<file path="src/rtl/gxgy_pkg.sv">
// Shared types and dimensions for the Gx/Gy AXI4-Stream output stage.
package gxgy_pkg;

    localparam int unsigned IMG_DIM_W   = 13;
    localparam int unsigned BEAT_DATA_W = 32;

    // One buffered output beat: framing tags plus the Gx/Gy vector.
    typedef struct packed {
        logic                   tuser;
        logic                   tlast;
        logic [BEAT_DATA_W-1:0] data;
    } gxgy_beat_t;

    // Write-side framing state.
    typedef enum logic {
        ST_IDLE     = 1'b0,
        ST_IN_FRAME = 1'b1
    } wr_state_e;

endpackage

</file>
<file path="src/rtl/gxgy_sync_fifo.sv">
// Single-clock show-ahead FIFO; a write while full is accepted when a read frees the slot.
module gxgy_sync_fifo
    import gxgy_pkg::*;
#(
    parameter int unsigned DATA_W = 34,
    parameter int unsigned DEPTH  = 16
) (
    input  logic                     i_clk,
    input  logic                     i_aresetn,
    input  logic                     wr_en,
    input  logic [DATA_W-1:0]        din,
    input  logic                     rd_en,
    output logic [DATA_W-1:0]        dout,
    output logic                     full,
    output logic                     empty,
    output logic [$clog2(DEPTH):0]   count
);

    localparam int unsigned AW    = $clog2(DEPTH);
    localparam int unsigned CNT_W = AW + 1;

    logic [DATA_W-1:0] mem [DEPTH];
    logic [AW-1:0]     wr_ptr_q;
    logic [AW-1:0]     rd_ptr_q;
    logic [CNT_W-1:0]  count_q;
    logic              wr_ok_c;
    logic              rd_ok_c;

    assign full    = (count_q == CNT_W'(DEPTH));
    assign empty   = (count_q == '0);
    assign count   = count_q;
    assign dout    = mem[rd_ptr_q];
    assign rd_ok_c = rd_en && !empty;
    assign wr_ok_c = wr_en && (!full || rd_ok_c);

    // Storage array; no reset needed, validity is tracked by the pointers.
    always_ff @(posedge i_clk) begin
        if (wr_ok_c) begin
            mem[wr_ptr_q] <= din;
        end
    end

    // Pointer and occupancy bookkeeping.
    always_ff @(posedge i_clk or negedge i_aresetn) begin
        if (!i_aresetn) begin
            wr_ptr_q <= '0;
            rd_ptr_q <= '0;
            count_q  <= '0;
        end else begin
            if (wr_ok_c) begin
                wr_ptr_q <= wr_ptr_q + AW'(1);
            end
            if (rd_ok_c) begin
                rd_ptr_q <= rd_ptr_q + AW'(1);
            end
            unique case ({wr_ok_c, rd_ok_c})
                2'b10:   count_q <= count_q + CNT_W'(1);
                2'b01:   count_q <= count_q - CNT_W'(1);
                default: count_q <= count_q;
            endcase
        end
    end

endmodule

</file>
<file path="src/rtl/gxgy_axis_frame_tx.sv">
// Buffers the Gx/Gy pixel stream and re-frames it as AXI4-Stream video (tuser=SOF, tlast=EOL).
module gxgy_axis_frame_tx
    import gxgy_pkg::*;
#(
    parameter int unsigned DATA_WIDTH  = 32,
    parameter int unsigned KERNEL_SIZE = 5,
    parameter int unsigned FIFO_DEPTH  = 16,
    parameter int unsigned AF_MARGIN   = 4
) (
    input  logic                  i_clk,
    input  logic                  i_aresetn,
    input  logic [IMG_DIM_W-1:0]  WIDTH,
    input  logic [IMG_DIM_W-1:0]  HEIGHT,
    input  logic [DATA_WIDTH-1:0] i_pixel,
    input  logic                  i_pixel_valid,
    input  logic                  i_start_of_frame,
    output logic [DATA_WIDTH-1:0] m_axis_tdata,
    output logic                  m_axis_tvalid,
    output logic                  m_axis_tuser,
    output logic                  m_axis_tlast,
    input  logic                  m_axis_tready,
    output logic                  o_almost_full,
    output logic                  o_overflow,
    output logic                  o_frame_err,
    input  logic                  i_clear_status
);

    localparam int unsigned ENTRY_W = DATA_WIDTH + 2;
    localparam int unsigned CNT_W   = $clog2(FIFO_DEPTH) + 1;
    localparam logic [IMG_DIM_W-1:0] KSIZE    = IMG_DIM_W'(KERNEL_SIZE);
    localparam logic [IMG_DIM_W-1:0] CROP     = IMG_DIM_W'(KERNEL_SIZE - 1);
    localparam logic [IMG_DIM_W-1:0] ONE      = IMG_DIM_W'(1);
    localparam logic [CNT_W-1:0]     AF_LEVEL = CNT_W'(FIFO_DEPTH - AF_MARGIN);

    wr_state_e            state_q, state_d;
    logic [IMG_DIM_W-1:0] col_q, col_d, row_q, row_d;
    logic [IMG_DIM_W-1:0] out_w_q, out_w_d, out_h_q, out_h_d;
    logic [IMG_DIM_W-1:0] cur_col_c, cur_row_c, cur_w_c, cur_h_c;
    logic                 frame_err_d;
    logic                 tag_vld_c, tag_user_c, tag_last_c;
    logic                 sof_c, geom_ok_c;

    logic                 fifo_wr_c, fifo_rd_c, fifo_full, fifo_empty;
    logic [ENTRY_W-1:0]   fifo_din, fifo_dout;
    logic [CNT_W-1:0]     fifo_count;
    logic                 ovf_event_c;

    assign sof_c     = i_pixel_valid && i_start_of_frame;
    assign geom_ok_c = (WIDTH >= KSIZE) && (HEIGHT >= KSIZE);

    // Write-side FSM state register.
    always_ff @(posedge i_clk or negedge i_aresetn) begin
        if (!i_aresetn) begin
            state_q <= ST_IDLE;
        end else begin
            state_q <= state_d;
        end
    end

    // Tagging, counter advance and next state; SOF pixels use the live geometry.
    always_comb begin
        state_d     = state_q;
        col_d       = col_q;
        row_d       = row_q;
        out_w_d     = out_w_q;
        out_h_d     = out_h_q;
        frame_err_d = 1'b0;
        tag_vld_c   = 1'b0;
        tag_user_c  = 1'b0;
        tag_last_c  = 1'b0;
        cur_col_c   = col_q;
        cur_row_c   = row_q;
        cur_w_c     = out_w_q;
        cur_h_c     = out_h_q;

        if (sof_c) begin
            cur_col_c = '0;
            cur_row_c = '0;
            cur_w_c   = WIDTH - CROP;
            cur_h_c   = HEIGHT - CROP;
            if (!geom_ok_c || (state_q == ST_IN_FRAME)) begin
                frame_err_d = 1'b1;
            end
            if (geom_ok_c) begin
                out_w_d   = cur_w_c;
                out_h_d   = cur_h_c;
                tag_vld_c = 1'b1;
            end else begin
                state_d = ST_IDLE;
            end
        end else if (i_pixel_valid && (state_q == ST_IN_FRAME)) begin
            tag_vld_c = 1'b1;
        end

        if (tag_vld_c) begin
            tag_user_c = (cur_col_c == '0) && (cur_row_c == '0);
            tag_last_c = (cur_col_c == cur_w_c - ONE);
            if (tag_last_c) begin
                col_d = '0;
                if (cur_row_c == cur_h_c - ONE) begin
                    row_d   = '0;
                    state_d = ST_IDLE;
                end else begin
                    row_d   = cur_row_c + ONE;
                    state_d = ST_IN_FRAME;
                end
            end else begin
                col_d   = cur_col_c + ONE;
                row_d   = cur_row_c;
                state_d = ST_IN_FRAME;
            end
        end
    end

    // Frame-geometry counters and the frame-error pulse.
    always_ff @(posedge i_clk or negedge i_aresetn) begin
        if (!i_aresetn) begin
            col_q       <= '0;
            row_q       <= '0;
            out_w_q     <= '0;
            out_h_q     <= '0;
            o_frame_err <= 1'b0;
        end else begin
            col_q       <= col_d;
            row_q       <= row_d;
            out_w_q     <= out_w_d;
            out_h_q     <= out_h_d;
            o_frame_err <= frame_err_d;
        end
    end

    // Counters advance even when a pixel is dropped, so framing stays aligned.
    assign fifo_rd_c   = !fifo_empty && (!m_axis_tvalid || m_axis_tready);
    assign fifo_wr_c   = tag_vld_c && (!fifo_full || fifo_rd_c);
    assign ovf_event_c = tag_vld_c && fifo_full && !fifo_rd_c;
    assign fifo_din    = {tag_user_c, tag_last_c, i_pixel};

    gxgy_sync_fifo #(
        .DATA_W (ENTRY_W),
        .DEPTH  (FIFO_DEPTH)
    ) u_fifo (
        .i_clk     (i_clk),
        .i_aresetn (i_aresetn),
        .wr_en     (fifo_wr_c),
        .din       (fifo_din),
        .rd_en     (fifo_rd_c),
        .dout      (fifo_dout),
        .full      (fifo_full),
        .empty     (fifo_empty),
        .count     (fifo_count)
    );

    assign o_almost_full = (fifo_count >= AF_LEVEL);

    // AXI4-Stream output register; payload holds while stalled.
    always_ff @(posedge i_clk or negedge i_aresetn) begin
        if (!i_aresetn) begin
            m_axis_tvalid <= 1'b0;
            m_axis_tdata  <= '0;
            m_axis_tuser  <= 1'b0;
            m_axis_tlast  <= 1'b0;
        end else if (fifo_rd_c) begin
            m_axis_tvalid <= 1'b1;
            {m_axis_tuser, m_axis_tlast, m_axis_tdata} <= fifo_dout;
        end else if (m_axis_tready) begin
            m_axis_tvalid <= 1'b0;
        end
    end

    // Sticky overflow flag; a drop in the clearing cycle keeps it set.
    always_ff @(posedge i_clk or negedge i_aresetn) begin
        if (!i_aresetn) begin
            o_overflow <= 1'b0;
        end else if (ovf_event_c) begin
            o_overflow <= 1'b1;
        end else if (i_clear_status) begin
            o_overflow <= 1'b0;
        end
    end

endmodule

</file>
<file path="config.mk">
export PLATFORM = sky130hd
export DESIGN_NAME = gxgy_axis_frame_tx
export DESIGN_NICKNAME = d
export VERILOG_FILES = /design/src/rtl/gxgy_pkg.sv /design/src/rtl/gxgy_sync_fifo.sv /design/src/rtl/gxgy_axis_frame_tx.sv
export SDC_FILE = /design/constraint.sdc
export NUM_CORES = 1
export LEC_CHECK = 0
export BUFFER_PORTS_ARGS = -buffer_cell sky130_fd_sc_hd__buf_2
export CAP_MARGIN = 20
export CORE_MARGIN = 4
export CORE_UTILIZATION = 60
export CTS_BUF_LIST = sky130_fd_sc_hd__clkbuf_2
export DETAILED_ROUTE_END_ITERATION = 10
export MAX_ROUTING_LAYER = met4
export PLACE_DENSITY_LB_ADDON = 0.25
export SLEW_MARGIN = 15
export SYNTH_ARGS = -nofsm -noshare
export SYNTH_HDL_FRONTEND = slang
export SYNTH_HIERARCHICAL = 1
export SYNTH_SLANG_ARGS = --single-unit
</file>
<file path="constraint.sdc">
create_clock -name i_clk -period 13.9 [get_ports i_clk]
set_clock_uncertainty 0.05 [all_clocks]
set_input_delay 0.695 -clock i_clk [delete_from_list [all_inputs] [get_ports i_clk]]
set_output_delay 0.695 -clock i_clk [all_outputs]
set_load 0.01 [all_outputs]
</file>
# ---- Word-level counts from Yosys, hierarchy flattened
# Memory sizes are Yosys's and may differ from the RTL's. A register that Yosys moved wholly into a read port is not among the register bits.
# Index checks and enable logic that the tools add are counted.
dict set report word_totals {
  memories 1
  latch_bits 0
  ff_bits 69
  ramBits 544
  in_bits 64
  wordCells 86
  out_inout_bits 38
  mem_bits_ro 0
}
# name words width rd rd_ports_with_merged_regs wr line
set mem_list {}
lappend mem_list {u_fifo.mem 16 34 1 1 1 gxgy_sync_fifo.sv:22} ;# logic [DATA_W-1:0] mem [DEPTH];
dict set report op_classes {
  magnitude_cmp 3
  n_eq_ne 6
  shift 0
  n_mux 26
  n_mul 0
  div 0
  bitwise_logic 0
  n_reduce_logical 29
  n_addsub 10
}
# operator n
set op_table {}
lappend op_table {{two-way mux 13 bit} 7}
lappend op_table {{adder 13 x 1 -> 13 bit (second input constant)} 2}
lappend op_table {{equality test 13 bit} 2}
lappend op_table {{>= comparator 13 x 3 -> 1 bit (second input constant)} 2}
lappend op_table {{logical NOT 13 bit} 2}
lappend op_table {{subtractor 13 x 1 -> 13 bit (second input constant)} 2}
lappend op_table {{subtractor 13 x 3 -> 13 bit (second input constant)} 2}
lappend op_table {{two-way mux 1 bit} 18}
lappend op_table {{logical AND 1 bit} 10}
lappend op_table {{one-hot mux 5 bit (2 select lines)} 1}
lappend op_table {{adder 4 x 1 -> 4 bit (second input constant)} 2}
lappend op_table {{nonzero test 2 bit} 4}
lappend op_table {{logical NOT 1 bit} 6}
lappend op_table {{adder 5 x 1 -> 5 bit (second input constant)} 1}
lappend op_table {{equality test 5 bit (second input constant)} 1}
lappend op_table {{>= comparator 5 x 4 -> 1 bit (second input constant)} 1}
lappend op_table {{logical NOT 5 bit} 1}
lappend op_table {{subtractor 5 x 1 -> 5 bit (second input constant)} 1}
lappend op_table {{logical OR 1 bit} 4}
lappend op_table {{AND reduction 2 bit} 2}
lappend op_table {{equality test 2 x 1 -> 1 bit (second input constant)} 1}
lappend op_table {{equality test 2 bit (second input constant)} 1}
lappend op_table {{inequality test 2 bit (second input constant)} 1}

# ---- Depth between registers and ports, before layout
# Gate-level depths: netlist of the first run.
dict set report logic_depth {
  ltp_word 8
  depth_mapped 21
  depth_no_buf 17
}

# ---- Modules after synthesis
# The synthesis of the first run kept the hierarchy.
# module area_each_um2 cells_per_inst instances seq_area_each_um2
set by_module_without_submodules {}
lappend by_module_without_submodules {gxgy_sync_fifo 21269.1 939 1 16661.0}
lappend by_module_without_submodules {gxgy_axis_frame_tx 6108.4 671 1 2252.2}

# ---- Worst setup path after synthesis of the first run
# Ideal clock, no wire load.
dict set report synth_path {
  path_type {input-to-reg}
  startpoint {input WIDTH[3]}
  endpoint {memory u_fifo.mem[3][0] (enable)}
  path_stages 16
  slack_ns 8.264
  path_buffers 4
  arrival_ns 5.118
  setup_time_ns 0.468
  path_cell_list {inv_1 > ha_1 > nor2b_1 > o22ai_1 > nand2_1 > nor3_1 > a31oi_1 > mux2_2 > nand2_1 > clkbuf_1 > clkbuf_1 > a21oi_1 > clkbuf_1 > clkbuf_1 > nand2_1 > nor3_1}
}
dict set report synth_between {
  elab_chain_len 8
}
# item line
set synth_lines {}
lappend synth_lines {{from (decl)} gxgy_axis_frame_tx.sv:12} ;# input logic [IMG_DIM_W-1:0] WIDTH,
lappend synth_lines {{>= comparator 13 x 3 -> 1 bit} gxgy_axis_frame_tx.sv:49} ;# assign geom_ok_c = (WIDTH >= KSIZE) && (HEIGHT >= KSIZE);
lappend synth_lines {{logical AND 1 bit} gxgy_axis_frame_tx.sv:49}
lappend synth_lines {{two-way mux 1 bit} gxgy_axis_frame_tx.sv:84} ;# if (geom_ok_c) begin
lappend synth_lines {{two-way mux 1 bit} gxgy_axis_frame_tx.sv:76} ;# if (sof_c) begin
lappend synth_lines {{logical AND 1 bit} gxgy_axis_frame_tx.sv:134} ;# assign fifo_wr_c = tag_vld_c && (!fifo_full || fifo_rd_c);
lappend synth_lines {{net fifo_wr_c} gxgy_axis_frame_tx.sv:43} ;# logic fifo_wr_c, fifo_rd_c, fifo_full, fifo_empty;
lappend synth_lines {{logical AND 1 bit} gxgy_sync_fifo.sv:34} ;# assign wr_ok_c = wr_en && (!full || rd_ok_c);
lappend synth_lines {{two-way mux 1 bit} gxgy_sync_fifo.sv:38} ;# if (wr_ok_c) begin
lappend synth_lines {{two-way mux 1 bit (implied by the code)} gxgy_sync_fifo.sv:39} ;# mem[wr_ptr_q] <= din;
lappend synth_lines {{to (decl)} gxgy_sync_fifo.sv:22}
# The timed path passes the listed nets, and every way through them passes these cells.

# ---- Worst setup path after layout of the first run
dict set report layout_path {
  startpoint {input i_pixel_valid}
  endpoint {register row_q[3]}
}
dict set report layout_between {
  elab_chain_len 6
  elab_cells_between_ends 15
  cone_classes {add/sub (3); eq/ne (2); mux (8); reduce/logical (2)}
}
# item line
set layout_lines {}
lappend layout_lines {{from (decl)} gxgy_axis_frame_tx.sv:15} ;# input logic i_pixel_valid,
lappend layout_lines {{logical AND 1 bit} gxgy_axis_frame_tx.sv:48} ;# assign sof_c = i_pixel_valid && i_start_of_frame;
lappend layout_lines {{two-way mux 13 bit} gxgy_axis_frame_tx.sv:76}
lappend layout_lines {{subtractor 13 x 1 -> 13 bit} gxgy_axis_frame_tx.sv:100} ;# if (cur_row_c == cur_h_c - ONE) begin
lappend layout_lines {{equality test 13 bit} gxgy_axis_frame_tx.sv:100}
lappend layout_lines {{two-way mux 13 bit} gxgy_axis_frame_tx.sv:100}
lappend layout_lines {{two-way mux 13 bit} gxgy_axis_frame_tx.sv:98} ;# if (tag_last_c) begin
lappend layout_lines {{to (signal assigned)} gxgy_axis_frame_tx.sv:125} ;# row_q <= row_d;
lappend layout_lines {{to (decl)} gxgy_axis_frame_tx.sv:36} ;# logic [IMG_DIM_W-1:0] col_q, col_d, row_q, row_d;
# Several ways; a longest one is shown, not always the timed one.
# A chain may end at the register's enable or synchronous reset.

==> results of run 1 <==
-- worst reg2reg max path, cell delays in order, from the launching register on --
cell and delay, ps:
dfrtp_1 500, nand2b_1 230, inv_1 130, a21oi_4 120, buf_4 600, nand3b_1 290, nand2b_1 450, nor2_4 690
buf_4 550
-- worst max path at each step --
| stage | startpoint | endpoint | slack [ps] | cells past startpoint |
|---|---|---|---|---|
| 2_1_floorplan | WIDTH[3] | u_fifo/mem[3][0]$_DFFE_PP_ | 8260 | 16 |
| 6_report | i_pixel_valid | row_q[3]$_DFFE_PN0P_ | 9270 | 16 |
| 4_1_cts | i_pixel_valid | u_fifo/mem[11][32]$_DFFE_PP_ | 9490 | 14 |
| 3_5_place_dp | i_pixel_valid | row_q[3]$_DFFE_PN0P_ | 8640 | 14 |
| 5_1_grt | i_pixel_valid | row_q[3]$_DFFE_PN0P_ | 9010 | 15 |
| 3_3_place_gp | i_pixel_valid | row_q[4]$_DFFE_PN0P_ | 8710 | 14 |
-- per-stage QoR --
step,instances,utilization (%),setup slack (ps)
after floorplan,1610,-,8260
after detailed placement,2255,63.1,8640
after global routing,2619,68.1,9010
after CTS,2617,68.1,9490
after global placement,2255,63.1,8710
final,2619,68.1,9270
-- synth_stat cells, drive strengths merged (3+ instances only) --
library cell	number
ha	18
o31ai	7
or2	5
nor4b	6
a32o	5
a22oi	68
nor3	33
a2bb2oi	4
a21o	9
o22ai	8
xnor2	36
and4	4
clkbuf	49
o21a	3
edfxtp	544
or3	11
or4	10
o21ai	60
a211o	3
dfrtp	103
nand3	24
mux2	47
nor3b	5
and2	10
nand3b	3
a211oi	9
inv	30
nand4	8
nand2b	21
a31oi	8
o32ai	3
and3	10
mux2i	6
mux4	136
or4b	3
nand2	101
nor4	12
nand4b	3
a21oi	21
nor2	52
o211ai	9
nor2b	8
xor2	26
buf	38
-- per-layer routing --
layer	vias to the layer above	routed length [µm]
met2	661	30200
met3	79	4860
li1	7121	-
met5	-	0
met1	8097	24700
met4	0	1050
-- sequential cells by signal (all words and copies together) (netlist names), 4 cells and up --
name	flops
col_q	13
m_axis_tdata	32
out_h_q	13
out_w_q	13
row_q	13
u_fifo/count	5
u_fifo/mem	544
u_fifo/rd_ptr_q	4
u_fifo/wr_ptr_q	4
-- logic make-up (layout without fill, tap and decap cells) --
logic type / count (synthesis) / count (layout) / share of synthesized area [%]
AOI/OAI and AO/OA: 244 / 244 / 6.23
xor gates and xnor gates: 62 / 62 / 2.01
adders and majority gates: 19 / 19 / 0.896
buffers and inverters: 117 / 524 / 2.00
DFF: 647 / 647 / 69.1
muxes: 189 / 189 / 13.3
other: 0 / 2 / 0
and+or+nand+nor: 332 / 332 / 6.43
-- timing repair --
item                      4_1_cts  5_1_grt
setup buffers                   0        0
hold endpoints to repair      611        0
hold buffers                   81        0
-- area by class of cell --
| type | count | share of cell area (%) |
|---|---|---|
| well taps | 600 | 2.43 |
| inverters | 30 | 0.365 |
| multi-input cells | 846 | 26.1 |
| flip-flops and latches | 647 | 61.3 |
| clock inverters | 49 | 0.872 |
| repair buffers | 213 | 5.06 |
| diodes | 2 | 0.0162 |
| clock buffers | 232 | 3.76 |
-- power by group --
part	internal [mW]	leakage (nW)	switching, mW
Combinational	0.741	3.65	0.820
Sequential	2.33	6.17	0.188
Clock	0.500	1.09	0.720
==> flow_summary_export.csv, run 1 <==
group,metric,value,unit
routing,post_drt_wl_per_cell,23.2,µm
logic_synthesis,synth.distinct_cells,84,
timing,tns,0,ps
cts,cts.htree.levels,4,
logic_synthesis,post_synth.cell_area_avg,17.0,µm²
final_layout,layout-drive-gt1-share,30.0,%
routing,drtIter0Drc,1711,
worst_setup_path,reg2reg_slack,9860,ps
logic_synthesis,synth_top_cell_by_area,"edfxtp_1",
cts,cts_resized,0,
min_path,whs_path_depth,3,
place,dpl.hpwl,32400,µm
power,vdd_drop_max,128,µV
cts,clock-root-buffer,"clkbuf_2",
worst_setup_path,crit_type,"in2reg",
die,die_area,0.0491,mm²
power,power.leakage,10.9,nW
power,power.density,172,mW/mm²
worst_setup_path,path_max_fanout,47,
place,place_area,0.0286,mm²
cts,clockBufferDepth,3,
routing,routed-via-count,15958,
timing,fmax,216,MHz
routing,finalWirelength,60800,µm
routing,drt.antenna.violating_nets,0,
worst_setup_path,worst-path-buf-inv,3,
cts,cts_tree,"built",
die,initial_core_util,60.5,%
cts,clk_pin_slew,90,ps
final_layout,fillCellCount,3086,
job,drv_cap,0,
min_path,min_to,"out_h_q[0]$_DFFE_PN0P_",
die,die_h,222,µm
run_status,run_status,"completed",
cts,clk_latency,1270,ps
timing,period_minus_slack,4630,ps
routing,firstDrtPassIters,7,
grt,grt_max_degree,72,
logic_synthesis,synth_top_area_share,59.7,%
final_layout,multiInputGateArea,0.00807,mm²
timing,relSlewSlack,22.7,%
timing,rsz0062_at_grt,"false",
grt,grt_pass1_vias,16651,
timing,hold_viol_final,0,
worst_setup_path,cp.arrival,5740,ps
grt,antenna_found_initial,3,
routing,via_per_inst,6.09,
min_path,min_path_type,"in2reg",
cts,cts_num_sinks,647,
final_layout,fin_area,0.0308,mm²
worst_setup_path,crit_required,15020,ps
worst_setup_path,startpoint_type,"primary input",
logic_synthesis,netlist_area,0.0274,mm²
grt,grt_use_met1,34.8,%
final_layout,final_cell_mix,"544 x edfxtp_1, 232 x clkbuf_2, 136 x mux4_2",
worst_setup_path,crit_path_end_kind,"flip-flop",
grt,overflow,0,
worst_setup_path,reg2reg_from,"u_fifo/count[4]$_DFFE_PN0P_",
final_layout,layout.nets,1978,
die,core_region_area,0.0453,mm²
logic_synthesis,synth_edf_count,544,
worst_setup_path,crit_chain,"dlygate4sd3_1 > buf_2 > and2_2 > buf_4 > mux2i_1 > ha_1 > or4b_1 > or4_1 > a211oi_1 > xor2_1 > a32oi_1 > a221oi_1 > and4bb_2 > nand3b_2 > a2bb2oi_1 > o21ai_0",
die,io-pin-count,102,
timing,period_share,33.3,%
worst_setup_path,cp_slowest_cell,"dlygate4sd3_1",
grt,grt_usage,26.1,%
logic_synthesis,ys_seq_area_share,69.1,%
final_layout,regArea,0.0189,mm²
power,fin_total_pwr,5.30,mW
min_path,holdCritStartpoint,"HEIGHT[0]",
timing,hold_slack,188,ps
timing,finalSetupViolCount,0,
grt,grt_pass1_wl,95400,µm
grt,busiest_layer,"met2",
grt,use_met3,6.10,%
place,place.gp.congestion,0.882,
worst_setup_path,rr_worst_depth,8,
final_layout,syn_to_final_growth,12.7,%
worst_setup_path,timing.rr.end,"u_fifo/mem[5][4]$_DFFE_PP_",
logic_synthesis,ys_seq_elements,647,
worst_setup_path,crit_family,"simple AND/OR/NAND/NOR gates",
logic_synthesis,synthTopCellsByArea,"edfxtp_1 60%, mux4_2 11%, dfrtp_1 9.4%",
die,die_x,222,µm
place,port_buffers,101,
logic_synthesis,synthesis.nets,1693,
logic_synthesis,async_reset_ff_share,15.9,%
final_layout,layout_commonest_cell,"edfxtp_1",
logic_synthesis,ys_warn_count,6,
cts,numCtsBuffers,157,
routing,drcViolationCount,0,
timing,finalMaxSlewViolations,0,
grt,met2_usage,40.8,%
die,rows,78,
timing,worstMarginPinSlew,1160,ps
logic_synthesis,synthCells,1610,
logic_synthesis,synthFlopType,"edfxtp_1",
worst_setup_path,max_stage_delay,550,ps
(Power assumes the default switching activity.)
==> run 2, diff against run 1 <==
- CORE_UTILIZATION: 60 -> 58
- clock period: 13.9 -> 3.8 ns (I/O delays scaled with it)
==> flow_summary_export.csv, run 2 (same netlist as run 1, synthesis figures left out) <==
group,metric,value,unit
worst_setup_path,reg2reg_slack,260,ps
timing,worstMarginPinSlew,1090,ps
timing,worst_slack,141,ps
worst_setup_path,crit_path_end_kind,"flip-flop",
worst_setup_path,crit_required,4890,ps
routing,post_drt_wl_per_cell,22.7,µm
final_layout,postLayoutCoreUtil,69.1,%
timing,finalSetupViolCount,0,
final_layout,fin_cells,2736,
worst_setup_path,path_max_fanout,13,
power,vdd_drop_max,375,µV
grt,grt_usage,26.0,%
worst_setup_path,reg2reg_from,"out_w_q[0]$_DFFE_PN0P_",
timing,fmax,273,MHz
run_status,run_status,"completed",
place,dp_cells,2292,
cts,cts.htree.levels,4,
grt,grt_pass1_wl,97100,µm
grt,met2_usage,40.3,%
final_layout,syn_to_final_growth,17.8,%
timing,finalMaxSlewViolations,0,
routing,drcViolationCount,0,
place,port_buffers,101,
final_layout,layout_commonest_cell,"edfxtp_1",
grt,antenna_found_initial,3,
final_layout,largest_reg_flops,544,
timing,period_share,96.3,%
final_layout,layout.nets,2089,
power,power.leakage,11.5,nW
cts,clk_pin_slew,100,ps
worst_setup_path,crit_end,"row_q[3]$_DFFE_PN0P_",
routing,via_per_inst,6.01,
timing,tns,0,ps
grt,grt_max_degree,58,
worst_setup_path,rr_worst_depth,12,
timing,relSlewSlack,27.4,%
final_layout,fin_area,0.0322,mm²
final_layout,regMostFlops,"u_fifo/mem",
worst_setup_path,cp.arrival,4750,ps
place,place.gp.congestion,0.888,
min_path,holdCritStartpoint,"i_start_of_frame",
cts,cts_num_sinks,647,
routing,firstDrtPassIters,5,
cts,numCtsBuffers,159,
cts,clockBufferDepth,3,
grt,grt_use_met1,35.5,%
grt,use_met3,5.82,%
cts,clk_latency,1290,ps
die,die_h,225,µm
cts,clock-root-buffer,"clkbuf_2",
timing,period_minus_slack,3660,ps
power,power.density,614,mW/mm²
worst_setup_path,crit_type,"in2reg",
die,die_area,0.0507,mm²
worst_setup_path,startpoint_type,"primary input",
timing,rsz0062_at_grt,"false",
grt,busiest_layer,"met2",
job,drv_cap,0,
place,place_worst_setup_slack,66.9,ps
die,rows,79,
cts,cts_tree,"built",
place,dpl.hpwl,34800,µm
routing,drt.antenna.violating_nets,0,
die,io-pin-count,102,
final_layout,final_cell_mix,"544 x edfxtp_1, 232 x clkbuf_2, 159 x dlygate4sd3_1",
die,core_region_area,0.0467,mm²
routing,drtIter0Drc,1627,
routing,finalWirelength,62100,µm
final_layout,layout-drive-gt1-share,30.9,%
worst_setup_path,cp-startpoint,"HEIGHT[2]",
worst_setup_path,timing.rr.end,"row_q[4]$_DFFE_PN0P_",
die,initial_core_util,58.7,%
place,place_area,0.0291,mm²
routing,routed-via-count,16448,
grt,grt_pass1_vias,16885,
grt,overflow,0,
die,die_x,225,µm
final_layout,reg_top3,"u_fifo/mem x544, m_axis_tdata x32",
timing,hold_viol_final,0,
min_path,min_path_type,"in2reg",
-- run 2: timing repair --
item	in CTS	in global routing
buffers inserted	0	0
hold buffers	160	0
hold endpoints to repair	853	0
setup endpoints to repair	0	3
gates resized for setup	0	3
-- run 2: how the worst min path moves through the flow --
stage / to / slack [ps] / cells after the start
after detailed placement: out_w_q[5]$_DFFE_PN0P_ / 310 / 1
after global routing: row_q[2]$_DFFE_PN0P_ / 160 / 7
after global placement: out_w_q[5]$_DFFE_PN0P_ / 300 / 1
final: row_q[2]$_DFFE_PN0P_ / 210 / 7
after floorplan: col_q[0]$_DFFE_PN0P_ / -160 / 0
after CTS: row_q[2]$_DFFE_PN0P_ / 20 / 7
-- run 2: worst max-delay path: stages --
cell           delay (ps)
dlygate4sd3_1         530
buf_2                 160
dlygate4sd3_1         640
inv_1                 120
ha_2                  240
nand2b_1              150
o31ai_1               240
dlygate4sd3_1         620
nand2_1               110
o32ai_2               300
a31o_2                210
o211ai_1              120
nor4b_2               330
buf_4                 250
nand3b_4              250
a2bb2oi_1             190
o21ai_1                70
-- run 2: final cells by class --
type | instances | area [µm²]
Sequential cell | 647 | 18900
Fill cell | 3141 | 14400
Multi-Input combinational cell | 846 | 8190
Timing Repair Buffer | 322 | 2800
Clock buffer | 232 | 1160
Tap cell | 607 | 759
Clock inverter | 49 | 299
Inverter | 30 | 113
Antenna cell | 3 | 7.51
-- run 2: through the flow --
step                hold slack [ps]  power [mW]
floorplan                      -156        13.4
global placement                302        15.1
detailed placement              313        15.3
CTS                            19.2        20.0
global route                    160        21.0
finish                          213        19.8
-- run 2: metal layers --
layer  up-vias  wire (µm)
li1       7378          -
met1      8276      25600
met2       688      30600
met3       106       4730
met4         0       1210
met5         -          0
-- run 2: where the power goes --
group	internal [mW]	switching [mW]
logic	2.95	3.23
clock network	1.90	2.68
registers	8.53	0.509
==> run 3, diff against run 2 <==
==> constraint.sdc (replaced) <==
create_clock -name i_clk -period 3.8 [get_ports i_clk]
set_clock_uncertainty 0.05 [all_clocks]
set_input_delay 0.76 -clock i_clk [delete_from_list [all_inputs] [get_ports i_clk]]
set_output_delay 0.76 -clock i_clk [all_outputs]
set_load 0.01 [all_outputs]
==> flow_summary_export.csv, run 3 (same netlist as run 1, synthesis figures left out) <==
group,metric,value,unit
run_status,run_status,"completed",
die,die_x,225,µm
final_layout,postLayoutCoreUtil,68.6,%
final_layout,largest_reg_flops,544,
die,io-pin-count,102,
timing,period_share,95.5,%
cts,post_cts_buffers,0,
routing,firstDrtPassIters,8,
routing,via_per_inst,6.06,
place,place_worst_setup_slack,-474,ps
routing,finalWirelength,62700,µm
place,dp_cells,2350,
place,place.gp.congestion,0.896,
final_layout,fin_cells,2713,
grt,antenna_found_initial,3,
timing,worstMarginPinSlew,1100,ps
final_layout,syn_to_final_growth,16.8,%
final_layout,layout.nets,2059,
place,port_buffers,101,
power,power.leakage,11.5,nW
grt,grt_pass1_vias,16982,
timing,finalMaxSlewViolations,0,
die,initial_core_util,58.7,%
power,vdd_drop_max,398,µV
final_layout,fin_area,0.0320,mm²
worst_setup_path,startpoint_type,"primary input",
timing,worst_slack,170,ps
worst_setup_path,crit_required,4880,ps
routing,drt.antenna.violating_nets,0,
cts,cts_tree,"built",
cts,cts_num_sinks,647,
grt,grt_pass1_wl,97600,µm
grt,grt_usage,26.4,%
die,die_h,225,µm
grt,overflow,0,
timing,finalSetupViolCount,0,
worst_setup_path,crit_type,"in2reg",
timing,hold_slack,158,ps
timing,relSlewSlack,26.3,%
worst_setup_path,rr_worst_depth,12,
cts,clk_latency,1280,ps
final_layout,layout-drive-gt1-share,34.6,%
routing,routed-via-count,16437,
power,power.density,626,mW/mm²
final_layout,reg_top3,"u_fifo/mem x544, m_axis_tdata x32",
timing,fmax,275,MHz
final_layout,fillCellCount,3150,
routing,post_drt_wl_per_cell,23.1,µm
timing,period_minus_slack,3630,ps
die,core_region_area,0.0467,mm²
cts,cts.htree.levels,4,
min_path,whs_path_depth,6,
die,die_area,0.0507,mm²
worst_setup_path,cp.arrival,4710,ps
worst_setup_path,path_max_fanout,10,
timing,hold_viol_final,0,
worst_setup_path,crit_path_end_kind,"flip-flop",
timing,rsz0062_at_grt,"false",
cts,clockBufferDepth,3,
cts,clock-root-buffer,"clkbuf_2",
final_layout,layout_commonest_cell,"edfxtp_1",
routing,drtIter0Drc,1481,
routing,drcViolationCount,0,
final_layout,regMostFlops,"u_fifo/mem",
place,place_area,0.0297,mm²
cts,numCtsBuffers,157,
die,rows,79,
job,drv_cap,0,
min_path,min_path_type,"in2reg",
cts,clk_pin_slew,110,ps
grt,grt_max_degree,47,
final_layout,final_cell_mix,"544 x edfxtp_1, 243 x clkbuf_2, 136 x mux4_2",
place,dpl.hpwl,36500,µm
[run 3: changes by cell type in the layout (fill, tap and decap cells not counted), sizes merged]
| cell | change |
|---|---|
| buf | +58 |
| bufinv | +1 |
| clkbuf | +11 |
| clkinv | -8 |
| diode | +2 |
| dlygate4sd3 | -86 |
| inv | -1 |
[run 3: report_power, final]
group          internal [mW]  total (mW)  switching [mW]
sequential              8.53        9.15           0.624
clock                   2.03        4.71            2.68
combinational           2.98        6.17            3.19
[run 3: layout make-up]
type	instances	area, µm²	area share (%)
multi-input cells	846	8170	25.5
clock inverters	41	299	0.935
flip-flops and latches	647	18900	59.1
clock buffers	243	1220	3.80
well taps	607	759	2.37
inverters	30	113	0.352
diodes	5	12.5	0.0391
repair buffers	294	2500	7.81
[run 3: worst max-delay path, stage by stage]
cell and delay (ps):
dlygate4sd3_1 540, buf_2 150, buf_4 140, inv_1 70, ha_1 270, nand2b_1 150
o31ai_2 280, dlygate4sd3_1 610, nand2_1 70, o32ai_1 240, buf_4 170, a31o_2 140
o211ai_1 120, nor4b_2 300, buf_4 200, nand3b_4 220, a2bb2oi_1 180, o21ai_0 90
[run 3: routing by layer]
layer / share of wire (%) / GRT usage [%]
met3: 8.3 / 6.11
met4: 1.5 / 7.96
met5: 0 / -
met1: 41 / 36.0
met2: 49 / 40.7
[run 3: worst paths after layout]
| check | end | slack (ps) | start |
|---|---|---|---|
| setup / recovery | row_q[3]$_DFFE_PN0P_ | 170 | HEIGHT[2] |
| hold / removal | out_w_q[6]$_DFFE_PN0P_ | 160 | WIDTH[4] |
| setup reg to reg | row_q[8]$_DFFE_PN0P_ | 300 | out_w_q[1]$_DFFE_PN0P_ |
| hold reg to reg | m_axis_tdata[18]$_DFFE_PN0P_ | 460 | m_axis_tdata[18]$_DFFE_PN0P_ |
| max in group asynchronous | m_axis_tdata[1]$_DFFE_PN0P_ | 2710 | i_aresetn |
| min in group asynchronous | out_w_q[6]$_DFFE_PN0P_ | 580 | i_aresetn |
[run 3: what timing repair did]
| item | 4_1_cts | 5_1_grt |
|---|---|---|
| endpoints found under the setup margin | 0 | 2 |
| hold endpoints to repair | 631 | 0 |
| resized for setup | 0 | 2 |
| hold buffers | 74 | 0 |
[run 3: metrics by stage]
| stage | power [mW] | setup TNS, ps |
|---|---|---|
| 2_1_floorplan | 13.5 | -30060 |
| 3_3_place_gp | 15.3 | -21630 |
| 3_5_place_dp | 15.5 | -35920 |
| 4_1_cts | 20.2 | 0 |
| 5_1_grt | 21.2 | 0 |
| 6_report | 20.0 | 0 |
